--- src/rtl/neopix_frame_sequencer_if.sv ---
// Bundle of the client write ports and the NeopixelController load/go/ready
// port of neopix_frame_sequencer.
//
//   a_valid/a_pixel/a_rgb  client A write request, target pixel, colour {r,g,b}
//   a_ready                client A write accepted this cycle
//   b_*                    same for client B
//   nc_pixel, nc_red, nc_green, nc_blue
//                          pixel index and colour presented to the controller
//   nc_load                controller latches pixel/colour
//   nc_go                  controller shifts the frame out
//   nc_ready               controller idle (1) / transmitting (0)
//
// Modport master is the sequencer side; modport slave is the clients plus
// the controller.
interface neopix_frame_sequencer_if #(
    parameter int IDX_W = 3
);
    logic             a_valid;
    logic [IDX_W-1:0] a_pixel;
    logic [23:0]      a_rgb;
    logic             a_ready;

    logic             b_valid;
    logic [IDX_W-1:0] b_pixel;
    logic [23:0]      b_rgb;
    logic             b_ready;

    logic [IDX_W-1:0] nc_pixel;
    logic [7:0]       nc_red;
    logic [7:0]       nc_green;
    logic [7:0]       nc_blue;
    logic             nc_load;
    logic             nc_go;
    logic             nc_ready;

    modport master (
        input  a_valid, a_pixel, a_rgb,
        input  b_valid, b_pixel, b_rgb,
        input  nc_ready,
        output a_ready, b_ready,
        output nc_pixel, nc_red, nc_green, nc_blue, nc_load, nc_go
    );

    modport slave (
        output a_valid, a_pixel, a_rgb,
        output b_valid, b_pixel, b_rgb,
        output nc_ready,
        input  a_ready, b_ready,
        input  nc_pixel, nc_red, nc_green, nc_blue, nc_load, nc_go
    );
endinterface

--- src/rtl/neopix_frame_sequencer.sv ---
// neopix_frame_sequencer
//   Two game-logic clients write pixel colours into a shadow buffer. Writes
//   are arbitrated (one per cycle, round-robin when both request). Whenever a
//   pixel is dirty, the refresh interval has elapsed and the controller is
//   idle, the whole buffer is replayed into the NeopixelController (one
//   nc_load per pixel, two cycles apart) followed by nc_go, then the block
//   waits for the controller to drop and raise nc_ready again.
//
// Ports
//   CLOCK_50    system clock, all logic on posedge
//   reset_n     asynchronous active-low reset
//   bus         neopix_frame_sequencer_if.master (client writes + controller)
//   busy        FSM not in IDLE
//   frame_done  one-cycle pulse when a frame has been transmitted
//   wdog_err    sticky watchdog flag
//
// Build option
//   NEOSEQ_WDOG_EN  when defined, a watchdog bounds the time spent waiting on
//                   nc_ready; on expiry wdog_err is set, every pixel is marked
//                   dirty and the FSM returns to IDLE to retry. When undefined
//                   the waits are unbounded and wdog_err is constant 0.
module neopix_frame_sequencer #(
    parameter int NUM_PIX     = 8,
    parameter int IDX_W       = 3,
    parameter int REFRESH_CYC = 50000,
    parameter int WDOG_CYC    = 100000
) (
    input  logic                           CLOCK_50,
    input  logic                           reset_n,
    neopix_frame_sequencer_if.master       bus,
    output logic                           busy,
    output logic                           frame_done,
    output logic                           wdog_err
);
    localparam int               CNT_W        = $clog2(REFRESH_CYC + 1);
    localparam logic [CNT_W-1:0] REFRESH_LOAD = CNT_W'(REFRESH_CYC - 1);
    localparam logic [IDX_W-1:0] LAST_IDX     = IDX_W'(NUM_PIX - 1);

    typedef enum logic [2:0] {
        IDLE, LOAD, GAP, GO, WAIT_LO, WAIT_HI, DONE
    } state_t;

    state_t             state, state_nxt;
    logic [23:0]        pix_buf [NUM_PIX];
    logic [NUM_PIX-1:0] dirty, dirty_nxt;
    logic [CNT_W-1:0]   refresh_cnt;
    logic [IDX_W-1:0]   idx;
    logic               rr_b;          // 1: B wins the next contested cycle
    logic [IDX_W-1:0]   pix_q;
    logic [23:0]        rgb_q;

    logic               grant_a, grant_b, wr_ok;
    logic [IDX_W-1:0]   wr_pix;
    logic [23:0]        wr_rgb;
    logic               start;
    logic               wdog_trip;
    logic [IDX_W-1:0]   ld_idx;
    logic [23:0]        ld_rgb;

    // Write arbitration: a lone request always wins, a contested cycle goes
    // to the client the round-robin pointer names.
    always_comb begin
        grant_a = bus.a_valid && (!bus.b_valid || !rr_b);
        grant_b = bus.b_valid && (!bus.a_valid ||  rr_b);
        wr_pix  = grant_b ? bus.b_pixel : bus.a_pixel;
        wr_rgb  = grant_b ? bus.b_rgb   : bus.a_rgb;
        wr_ok   = (grant_a || grant_b) && (wr_pix <= LAST_IDX);
    end

    assign bus.a_ready = grant_a;
    assign bus.b_ready = grant_b;

    always_ff @(posedge CLOCK_50 or negedge reset_n) begin
        if (!reset_n) begin
            rr_b <= 1'b0;
        end else if (bus.a_valid && bus.b_valid) begin
            rr_b <= ~rr_b;
        end
    end

    assign start = (state == IDLE) && (|dirty) && (refresh_cnt == '0) && bus.nc_ready;

    // Next-state logic; a watchdog trip overrides the waits.
    always_comb begin
        state_nxt = state;
        case (state)
            IDLE:    if (start) state_nxt = LOAD;
            LOAD:    state_nxt = GAP;
            GAP:     state_nxt = (idx == LAST_IDX) ? GO : LOAD;
            GO:      state_nxt = WAIT_LO;
            WAIT_LO: if (!bus.nc_ready) state_nxt = WAIT_HI;
            WAIT_HI: if (bus.nc_ready) state_nxt = DONE;
            DONE:    state_nxt = IDLE;
            default: state_nxt = IDLE;
        endcase
        if (wdog_trip) state_nxt = IDLE;
    end

    // Pixel about to be loaded. The colour is captured on entry to LOAD and
    // forwards a write landing on the same edge, so the value held during
    // LOAD is exactly the buffer content of that cycle.
    always_comb begin
        ld_idx = (state == IDLE) ? '0 : idx + IDX_W'(1);
        ld_rgb = (wr_ok && (wr_pix == ld_idx)) ? wr_rgb : pix_buf[ld_idx];
    end

    // Dirty flags: frame start clears all, watchdog sets all, and a write
    // always marks its pixel, even on the frame-start edge.
    always_comb begin
        dirty_nxt = dirty;
        if (start)     dirty_nxt = '0;
        if (wdog_trip) dirty_nxt = '1;
        if (wr_ok)     dirty_nxt[wr_pix] = 1'b1;
    end

    always_ff @(posedge CLOCK_50 or negedge reset_n) begin
        if (!reset_n) begin
            state       <= IDLE;
            idx         <= '0;
            refresh_cnt <= '0;
            pix_q       <= '0;
            rgb_q       <= '0;
        end else begin
            state <= state_nxt;
            if (state_nxt == LOAD) begin
                idx   <= ld_idx;
                pix_q <= ld_idx;
                rgb_q <= ld_rgb;
            end
            if (start) begin
                refresh_cnt <= REFRESH_LOAD;
            end else if (refresh_cnt != '0) begin
                refresh_cnt <= refresh_cnt - CNT_W'(1);
            end
        end
    end

    always_ff @(posedge CLOCK_50 or negedge reset_n) begin
        if (!reset_n) begin
            for (int i = 0; i < NUM_PIX; i++) pix_buf[i] <= '0;
            dirty <= '0;
        end else begin
            if (wr_ok) pix_buf[wr_pix] <= wr_rgb;
            dirty <= dirty_nxt;
        end
    end

`ifdef NEOSEQ_WDOG_EN
    localparam int WD_W = $clog2(WDOG_CYC + 1);

    logic [WD_W-1:0] wdog_cnt;
    logic            wdog_flag;
    logic            in_wait;

    assign in_wait   = (state == WAIT_LO) || (state == WAIT_HI);
    // Trips on the WDOG_CYC-th consecutive cycle spent waiting.
    assign wdog_trip = in_wait && (wdog_cnt == WD_W'(WDOG_CYC - 1));

    always_ff @(posedge CLOCK_50 or negedge reset_n) begin
        if (!reset_n) begin
            wdog_cnt  <= '0;
            wdog_flag <= 1'b0;
        end else begin
            if (in_wait && !wdog_trip) wdog_cnt <= wdog_cnt + WD_W'(1);
            else                       wdog_cnt <= '0;
            if (wdog_trip) wdog_flag <= 1'b1;
        end
    end

    assign wdog_err = wdog_flag;
`else
    assign wdog_trip = 1'b0;
    // WDOG_CYC has no effect in this build; the expression is constant 0.
    assign wdog_err  = (WDOG_CYC < 0);
`endif

    assign bus.nc_load  = (state == LOAD);
    assign bus.nc_go    = (state == GO);
    assign bus.nc_pixel = pix_q;
    assign bus.nc_red   = rgb_q[23:16];
    assign bus.nc_green = rgb_q[15:8];
    assign bus.nc_blue  = rgb_q[7:0];
    assign busy         = (state != IDLE);
    assign frame_done   = (state == DONE);

endmodule

--- src/flat_wrapper.sv ---
// flat-port wrapper written by rule: the top's interface ports become plain ports
module neopix_frame_sequencer_flat 
#(
    parameter int NUM_PIX     = 8,
    parameter int IDX_W       = 3,
    parameter int REFRESH_CYC = 50000,
    parameter int WDOG_CYC    = 100000
)
  (CLOCK_50, reset_n, busy, frame_done, wdog_err, bus_a_valid, bus_a_pixel, bus_a_rgb, bus_b_valid, bus_b_pixel, bus_b_rgb, bus_nc_ready, bus_a_ready, bus_b_ready, bus_nc_pixel, bus_nc_red, bus_nc_green, bus_nc_blue, bus_nc_load, bus_nc_go);
  neopix_frame_sequencer_if #(.IDX_W(IDX_W)) bus_i ();
  input  logic CLOCK_50;
  input  logic reset_n;
  output logic busy;
  output logic frame_done;
  output logic wdog_err;
  input wire logic [$bits(bus_i.a_valid)-1:0] bus_a_valid;
  input wire logic [$bits(bus_i.a_pixel)-1:0] bus_a_pixel;
  input wire logic [$bits(bus_i.a_rgb)-1:0] bus_a_rgb;
  input wire logic [$bits(bus_i.b_valid)-1:0] bus_b_valid;
  input wire logic [$bits(bus_i.b_pixel)-1:0] bus_b_pixel;
  input wire logic [$bits(bus_i.b_rgb)-1:0] bus_b_rgb;
  input wire logic [$bits(bus_i.nc_ready)-1:0] bus_nc_ready;
  output wire logic [$bits(bus_i.a_ready)-1:0] bus_a_ready;
  output wire logic [$bits(bus_i.b_ready)-1:0] bus_b_ready;
  output wire logic [$bits(bus_i.nc_pixel)-1:0] bus_nc_pixel;
  output wire logic [$bits(bus_i.nc_red)-1:0] bus_nc_red;
  output wire logic [$bits(bus_i.nc_green)-1:0] bus_nc_green;
  output wire logic [$bits(bus_i.nc_blue)-1:0] bus_nc_blue;
  output wire logic [$bits(bus_i.nc_load)-1:0] bus_nc_load;
  output wire logic [$bits(bus_i.nc_go)-1:0] bus_nc_go;
  assign bus_i.a_valid = bus_a_valid;
  assign bus_i.a_pixel = bus_a_pixel;
  assign bus_i.a_rgb = bus_a_rgb;
  assign bus_i.b_valid = bus_b_valid;
  assign bus_i.b_pixel = bus_b_pixel;
  assign bus_i.b_rgb = bus_b_rgb;
  assign bus_i.nc_ready = bus_nc_ready;
  assign bus_a_ready = bus_i.a_ready;
  assign bus_b_ready = bus_i.b_ready;
  assign bus_nc_pixel = bus_i.nc_pixel;
  assign bus_nc_red = bus_i.nc_red;
  assign bus_nc_green = bus_i.nc_green;
  assign bus_nc_blue = bus_i.nc_blue;
  assign bus_nc_load = bus_i.nc_load;
  assign bus_nc_go = bus_i.nc_go;
  neopix_frame_sequencer #(.NUM_PIX(NUM_PIX), .IDX_W(IDX_W), .REFRESH_CYC(REFRESH_CYC), .WDOG_CYC(WDOG_CYC)) u_core (.CLOCK_50(CLOCK_50), .reset_n(reset_n), .bus(bus_i), .busy(busy), .frame_done(frame_done), .wdog_err(wdog_err));
endmodule
--- config.mk ---
export PLATFORM = sky130hd
export DESIGN_NAME = neopix_frame_sequencer_flat
export DESIGN_NICKNAME = d
export VERILOG_FILES = /design/src/rtl/neopix_frame_sequencer_if.sv /design/src/rtl/neopix_frame_sequencer.sv /design/src/flat_wrapper.sv
export SDC_FILE = /design/constraint.sdc
export NUM_CORES = 1
export LEC_CHECK = 0
export ABC_AREA = 0
export ABC_CLOCK_PERIOD_IN_PS = 2700
export BUFFER_PORTS_ARGS = -buffer_cell sky130_fd_sc_hd__buf_4
export CAP_MARGIN = 40
export CORE_MARGIN = 2
export CORE_UTILIZATION = 45
export CTS_CLUSTER_DIAMETER = 120
export DETAILED_ROUTE_END_ITERATION = 6
export PLACE_DENSITY = 0.7
export SLEW_MARGIN = 20
export SYNTH_ARGS = -nofsm -noshare
export SYNTH_HDL_FRONTEND = slang
export SYNTH_SLANG_ARGS = --single-unit
export TNS_END_PERCENT = 1
--- constraint.sdc ---
create_clock -name CLOCK_50 -period 2.7 [get_ports CLOCK_50]
set_input_delay 0.54 -clock CLOCK_50 [delete_from_list [all_inputs] [get_ports CLOCK_50]]
set_output_delay 0.54 -clock CLOCK_50 [all_outputs]
set_load 0.05 [all_outputs]
==> metrics.txt, run 1 <==
status complete, no violations; Min-Delay Path Class input pin to flop; largest net degree at the start of global routing 123; post-synth cell types 50; Power per Cell Area 938 mW/mm²; cell with the most instances after synthesis dfrtp_1; syn avg cell area 9.71 µm²; Sw Share 30.5%; syn_nets 1,271; Antenna Cells 0; Setup TNS 0 ns; Clock transition at path regs 0.06 ns; Initial Utilization 45.4%; layout cells sized above 1 20.5%; Switch Pwr 4.04 mW; nets 1,363; top cells by count, synth 247 x dfrtp_1, 155 x a21oi_1, 140 x nand2_1, 130 x o21ai_0, 109 x nor2_1; Logic pwr share 24.3%; worst vdd ir 0.556 mV; fmax 385 MHz; slew margin rel. 58.5%; drt drc 0; Post-DP HPWL 17,900 µm; via count 9,319; Worst Tran Pin Value 0.622 ns; worst hold slack 0.277 ns; min cycle time layout 2.60 ns; initial antenna violation count 0; Data arrival, critical path 3.01 ns; Final Setup Violations 0; register area share after synthesis 52.7%; Clock Power Share 29.6%; GP Congestion 0.760; largest cells by area after synthesis dfrtp_1 53%, a21oi_1 6.6%, o21ai_0 5.5%, mux2_2 4.8%, nand2_1 4.5%; Area Overhead vs Synth 20.2%; CTS tree built; Port Buffers 91; max_cap viols 0; Post-CTS Setup Inserts 0; Global Route Usage Sum 22.1%; Lkg Pwr 6.16 nW; top cell type's share of synthesized area 52.7%; clk_lat worst skew 0.54 ns; clock buffer depth 3; Synth async-reset ratio 100%; first-pass GRT wire length 47,800 µm; post-synthesis register bit count 247; number of enable flip-flop cells after synthesis 0; unrepaired setup endpoints after global routing false; drt via density 5.63; 1st-iter DRT viols 737; width of the die 165 µm; H-tree Lvls 1; endpoints failing hold 0; overall power 13.2 mW; clock skew 0.0202 ns; Seq pwr share 46.1%; final WL 29,600 µm; Critical Path RT 3.11 ns; Placement Setup Slack 0.167 ns; Final WS setup 0.101 ns; root buf cell clkbuf_16; FF-to-FF setup slack 0.10 ns; Final Cycle Share 96.3%; Syn. warnings 0; Synth Flop Type dfrtp_1; WL per Instance 17.9 µm; Die Span Y 165 µm; # IOs 93; CP Class flop to flop; Int Power 9.19 mW; startpoint types flop; Max FO, Critical Path 19; Mapped Area 0.0117 mm²; Clock Sinks 247; vias in the first global route 8,930; Core Area 0.0258 mm²; synthesized instance count 1,208; antenna viol nets, final 0; gr ovfl total 0; first drt pass iteration count 5; clock buffer count from CTS 27; area leader, netlist dfrtp_1; Slew Viols, Final 0; Worst Setup End Kind flop; die area 0.0274 mm²; Row Count 59
[kinds of logic after synthesis]
group,share of synthesized area (%)
compound gates,19.4
simple gates,12.9
flops,52.7
buf+inv,4.69
mux,9.06
xor+xnor,0.821
fa+ha+maj,0.427
other cells,0.0320
[registers in the layout, indices dropped and copies added, names as in the netlist]
| name | cells |
|---|---|
| u_core.pix_buf | 192 |
| u_core.idx | 3 |
| u_core.rgb_q | 24 |
| u_core.refresh_cnt | 16 |
| u_core.rr_b | 1 |
| u_core.dirty | 8 |
| u_core.state | 3 |
[layout by cell type (no fill, tap or decap), types with 6 or more instances in the layout]
| cell | n |
|---|---|
| dfrtp_1 | 246 |
| a21oi_1 | 155 |
| nand2_1 | 140 |
| buf_4 | 138 |
| o21ai_0 | 130 |
| nor2_1 | 104 |
| mux2i_1 | 50 |
| mux2_2 | 50 |
| a22o_1 | 48 |
| inv_1 | 32 |
| nor3_1 | 28 |
| clkbuf_16 | 27 |
| o221ai_1 | 24 |
| nand3b_1 | 24 |
| buf_12 | 14 |
| clkinv_2 | 8 |
| nand3_1 | 7 |
| xor2_1 | 7 |
| clkbuf_8 | 7 |
| nand2b_1 | 6 |
| a21o_1 | 6 |
| nor4_1 | 6 |
[layer usage]
metal,global-route usage [%],vias to the layer above,share of wire (%)
met5,0,-,0
met4,5.45,0,1.8
met3,2.95,43,5.9
met2,35.1,269,46
met1,32.1,4573,46
li1,-,4434,-
[path summary, 6_finish.rpt]
check,start,endpoint,depth (start not counted)
max,u_core.idx[0],u_core.rgb_q[11],9
min,bus_a_valid,u_core.rr_b,3
max reg2reg,u_core.idx[0],u_core.rgb_q[11],9
min reg2reg,u_core.pix_buf[141],u_core.pix_buf[141],2
max in group asynchronous,reset_n,u_core.idx[0],3
min in group asynchronous,reset_n,u_core.pix_buf[28],2
[power groups by stage]
stage	logic, mW	clock network, mW	registers (mW)
final	3.21	3.91	6.10
after global routing	3.68	4.16	6.29
after CTS	3.24	3.98	6.09
after detailed placement	3.21	0	6.14
after global placement	3.06	0	6.05
after floorplan	2.38	0	5.91
[worst max-delay path, cell delays in order, from the launching register on]
cell and delay [ns]:
dfrtp_4 0.50, ha_1 0.24, ha_2 0.38, o31ai_4 0.14, xnor2_1 0.16, a22oi_1 0.15
a2111oi_4 0.28, buf_4 0.30, a21oi_1 0.10, a22o_1 0.22
[cell type report]
cell class	instances	area, µm²
Multi-Input combinational cell	834	5040
Inverter	34	128
Timing Repair Buffer	156	1370
Fill cell	2299	11700
Sequential cell	247	6180
Clock buffer	34	772
Clock inverter	15	185
Tap cell	335	419
[through the flow]
step	std cells	instance area (µm²)	util, %
finish	1655	14100	54.6
global route	1655	14100	54.6
CTS	1655	14100	54.6
detailed placement	1606	13100	50.8
global placement	1605	13100	50.8
floorplan	1208	11700	-
[repair_timing]
item	in CTS	in global routing
gates resized for setup	0	1
setup endpoints to repair	1	1
hold endpoints to repair	53	0
hold buffers	1	0
pin swaps	0	0
(Power assumes the default switching activity.)
==> inputs of run 2 (changes only) <==
--- a/config.mk
+++ b/config.mk
@@ -10,10 +10,10 @@
 export BUFFER_PORTS_ARGS = -buffer_cell sky130_fd_sc_hd__buf_4
 export CAP_MARGIN = 40
 export CORE_MARGIN = 2
-export CORE_UTILIZATION = 45
+export CORE_UTILIZATION = 60
 export CTS_CLUSTER_DIAMETER = 120
 export DETAILED_ROUTE_END_ITERATION = 6
-export PLACE_DENSITY = 0.7
+export PLACE_DENSITY = 0.87
 export SLEW_MARGIN = 20
 export SYNTH_ARGS = -nofsm -noshare
 export SYNTH_HDL_FRONTEND = slang
==> run 2 against run 1 <==
  * Utilization grew 17 points
  * Critical path depth down 4
  * Sequential share of layout area rose by 0.86 points
  * Die area is 24% lower
  * Global-route usage grew 8.2 points
  * Clock-buffer cell count rose by 6
  * Via count increased by 4.7%
  * Largest power group unchanged
  * Worst hold slack improved by 0.056 ns
==> metrics.txt, run 2 (same netlist as run 1, synthesis figures left out) <==
Power per Cell Area 938 mW/mm² (about the same); leading cell type in the layout, fill and taps excluded dfrtp_1 (unchanged); worst vdd ir 0.617 mV (was 0.556 mV); Final Cycle Share 95.0% (was 96.3%); CP Class flop to primary output (was flop to flop); Final Setup Violations 0 (unchanged); first drt pass iteration count 6 (was 5); fmax 390 MHz (was 385 MHz); clock skew 0.00834 ns (was 0.0202 ns); Max FO, Critical Path 8 (was 19); clock buffer depth 3 (unchanged); H-tree Lvls 1 (unchanged); endpoints failing hold 0 (unchanged); Data arrival, critical path 2.03 ns (was 3.01 ns); final WL 30,400 µm (was 29,600 µm); min cycle time layout 2.57 ns (was 2.60 ns); unrepaired setup endpoints after global routing false (unchanged); antenna viol nets, final 0 (unchanged); WL per Instance 19.1 µm (was 17.9 µm); Row Count 51 (was 59); most frequent cells in the layout 246 x dfrtp_1, 155 x a21oi_1, 152 x buf_4 (was 246 x dfrtp_1, 155 x a21oi_1, 140 x nand2_1); max reg flops 192 (unchanged); Antenna Cells 0 (unchanged); Port Buffers 91 (unchanged); Min-Delay Path Class input pin to flop (unchanged); width of the die 144 µm (was 165 µm); 1st-iter DRT viols 953 (was 737); clock buffer count from CTS 26 (was 27); Global Route Usage Sum 30.3% (was 22.1%); Clock Sinks 247 (unchanged); CTS tree built (unchanged); Slew Viols, Final 0 (unchanged); Area Overhead vs Synth 17.9% (was 20.2%); Post-CTS Setup Inserts 0 (unchanged); Critical Path RT 2.16 ns (was 3.11 ns); Clock transition at path regs 0.06 ns (about the same); startpoint types flop (unchanged); Lkg Pwr 6.08 nW (was 6.16 nW); gr ovfl total 0 (unchanged); initial antenna violation count 0 (unchanged); root buf cell clkbuf_16 (unchanged); Setup TNS 0 ns (unchanged); top flop regs u_core.pix_buf: 192 flops, u_core.rgb_q: 24 flops, u_core.refresh_cnt: 16 flops (unchanged); register area 0.00618 mm² (unchanged); Reg with most FFs u_core.pix_buf (unchanged); layout cells sized above 1 20.2% (was 20.5%); Worst Tran Pin Value 0.662 ns (was 0.622 ns); max_cap viols 0 (unchanged); # IOs 93 (unchanged); drt drc 0 (unchanged); Initial Utilization 60.7% (was 45.4%); via count 9,758 (was 9,319); slew margin rel. 55.8% (was 58.5%); clk_lat worst skew 0.53 ns (was 0.54 ns); vias in the first global route 9,862 (was 8,930); die area 0.0207 mm² (was 0.0274 mm²); status complete, no violations (unchanged); first-pass GRT wire length 49,600 µm (was 47,800 µm); Die Span Y 144 µm (was 165 µm); filler instances 1,368 (was 2,299); drt via density 6.14 (was 5.63); nets 1,368 (was 1,363); Core Area 0.0193 mm² (was 0.0258 mm²); overall power 13.0 mW (was 13.2 mW); Worst Setup End Kind primary output (was flop); largest net degree at the start of global routing 122 (was 123); Post-DP HPWL 18,500 µm (was 17,900 µm); footprint of the multi-input gates 0.00504 mm² (unchanged); GP Congestion 0.836 (was 0.760)
## run 2: cell types whose count changed in the layout (fill, tap and decap cells not counted)
cell,change
buf_4,+14
clkbuf_1,+8
buf_12,-7
bufinv_16,-3
clkbuf_8,-2
buf_16,-1
clkinv_2,-1
clkinv_4,-1
clkinvlp_4,-1
inv_2,-1
inv_6,-1
## run 2: worst paths after layout
kind / depth (start not counted) / endpoint / slack [ns] / start
max: 5 / bus_b_ready / 0.13 / u_core.rr_b
min: 3 / u_core.rr_b / 0.33 / bus_a_valid
max reg2reg: 9 / u_core.rgb_q[13] / 0.16 / u_core.idx[0]
min reg2reg: 1 / u_core.refresh_cnt[13] / 0.47 / u_core.refresh_cnt[13]
max in group asynchronous: 3 / u_core.pix_buf[67] / 1.39 / reset_n
min in group asynchronous: 2 / u_core.refresh_cnt[11] / 0.54 / reset_n
## run 2: stage by stage
stage	instances	util, %	worst slack, ns	hold slack (ns)	area [µm²]
2_1_floorplan	1208	-	-0.117	0.244	11700
3_3_place_gp	1540	67.1	0.132	0.456	13000
3_5_place_dp	1541	67.2	0.0699	0.465	13000
4_1_cts	1589	71.5	0.149	0.314	13800
5_1_grt	1589	71.5	0.0439	0.339	13800
6_report	1589	71.5	0.134	0.333	13800
## run 2: cell type report
| type | count | share of cell area [%] |
|---|---|---|
| sequential | 247 | 44.7 |
| multi-input combinational | 834 | 36.4 |
| timing repair buffer | 162 | 9.48 |
| clock buffer | 40 | 5.60 |
| tap | 265 | 2.40 |
| inverter | 34 | 0.932 |
| clock inverter | 7 | 0.434 |
## run 2: metal layers
metal | GRT usage [%] | wire length, µm | share of wire, % | vias to the layer above
met2 | 50.8 | 14900 | 49 | 479
met4 | 13.6 | 1230 | 4.1 | 0
met1 | 38.9 | 11700 | 39 | 4740
li1 | - | - | - | 4428
met5 | 0 | 0 | 0 | -
met3 | 5.00 | 2500 | 8.2 | 111
## run 2: what timing repair did
item	in CTS	in global routing
resized for setup	1	0
endpoints found under the setup margin	1	0
endpoints found under the hold margin	57	0
hold buffers	1	0
## run 2: power by group
group / internal, mW / total [mW] / leakage (nW) / switching, mW
clock: 2.06 / 3.50 / 0.416 / 1.44
combinational: 1.55 / 3.29 / 2.73 / 1.75
sequential: 5.23 / 6.18 / 2.93 / 0.946
total: 8.84 / 13.0 / 6.08 / 4.13
## run 2: worst max-delay path, stage by stage, from the launching register on
cell	delay, ns
dfrtp_1	0.43
nand2b_1	0.26
nand2_1	0.17
clkinv_2	0.19
buf_4	0.24
buf_4	0.20
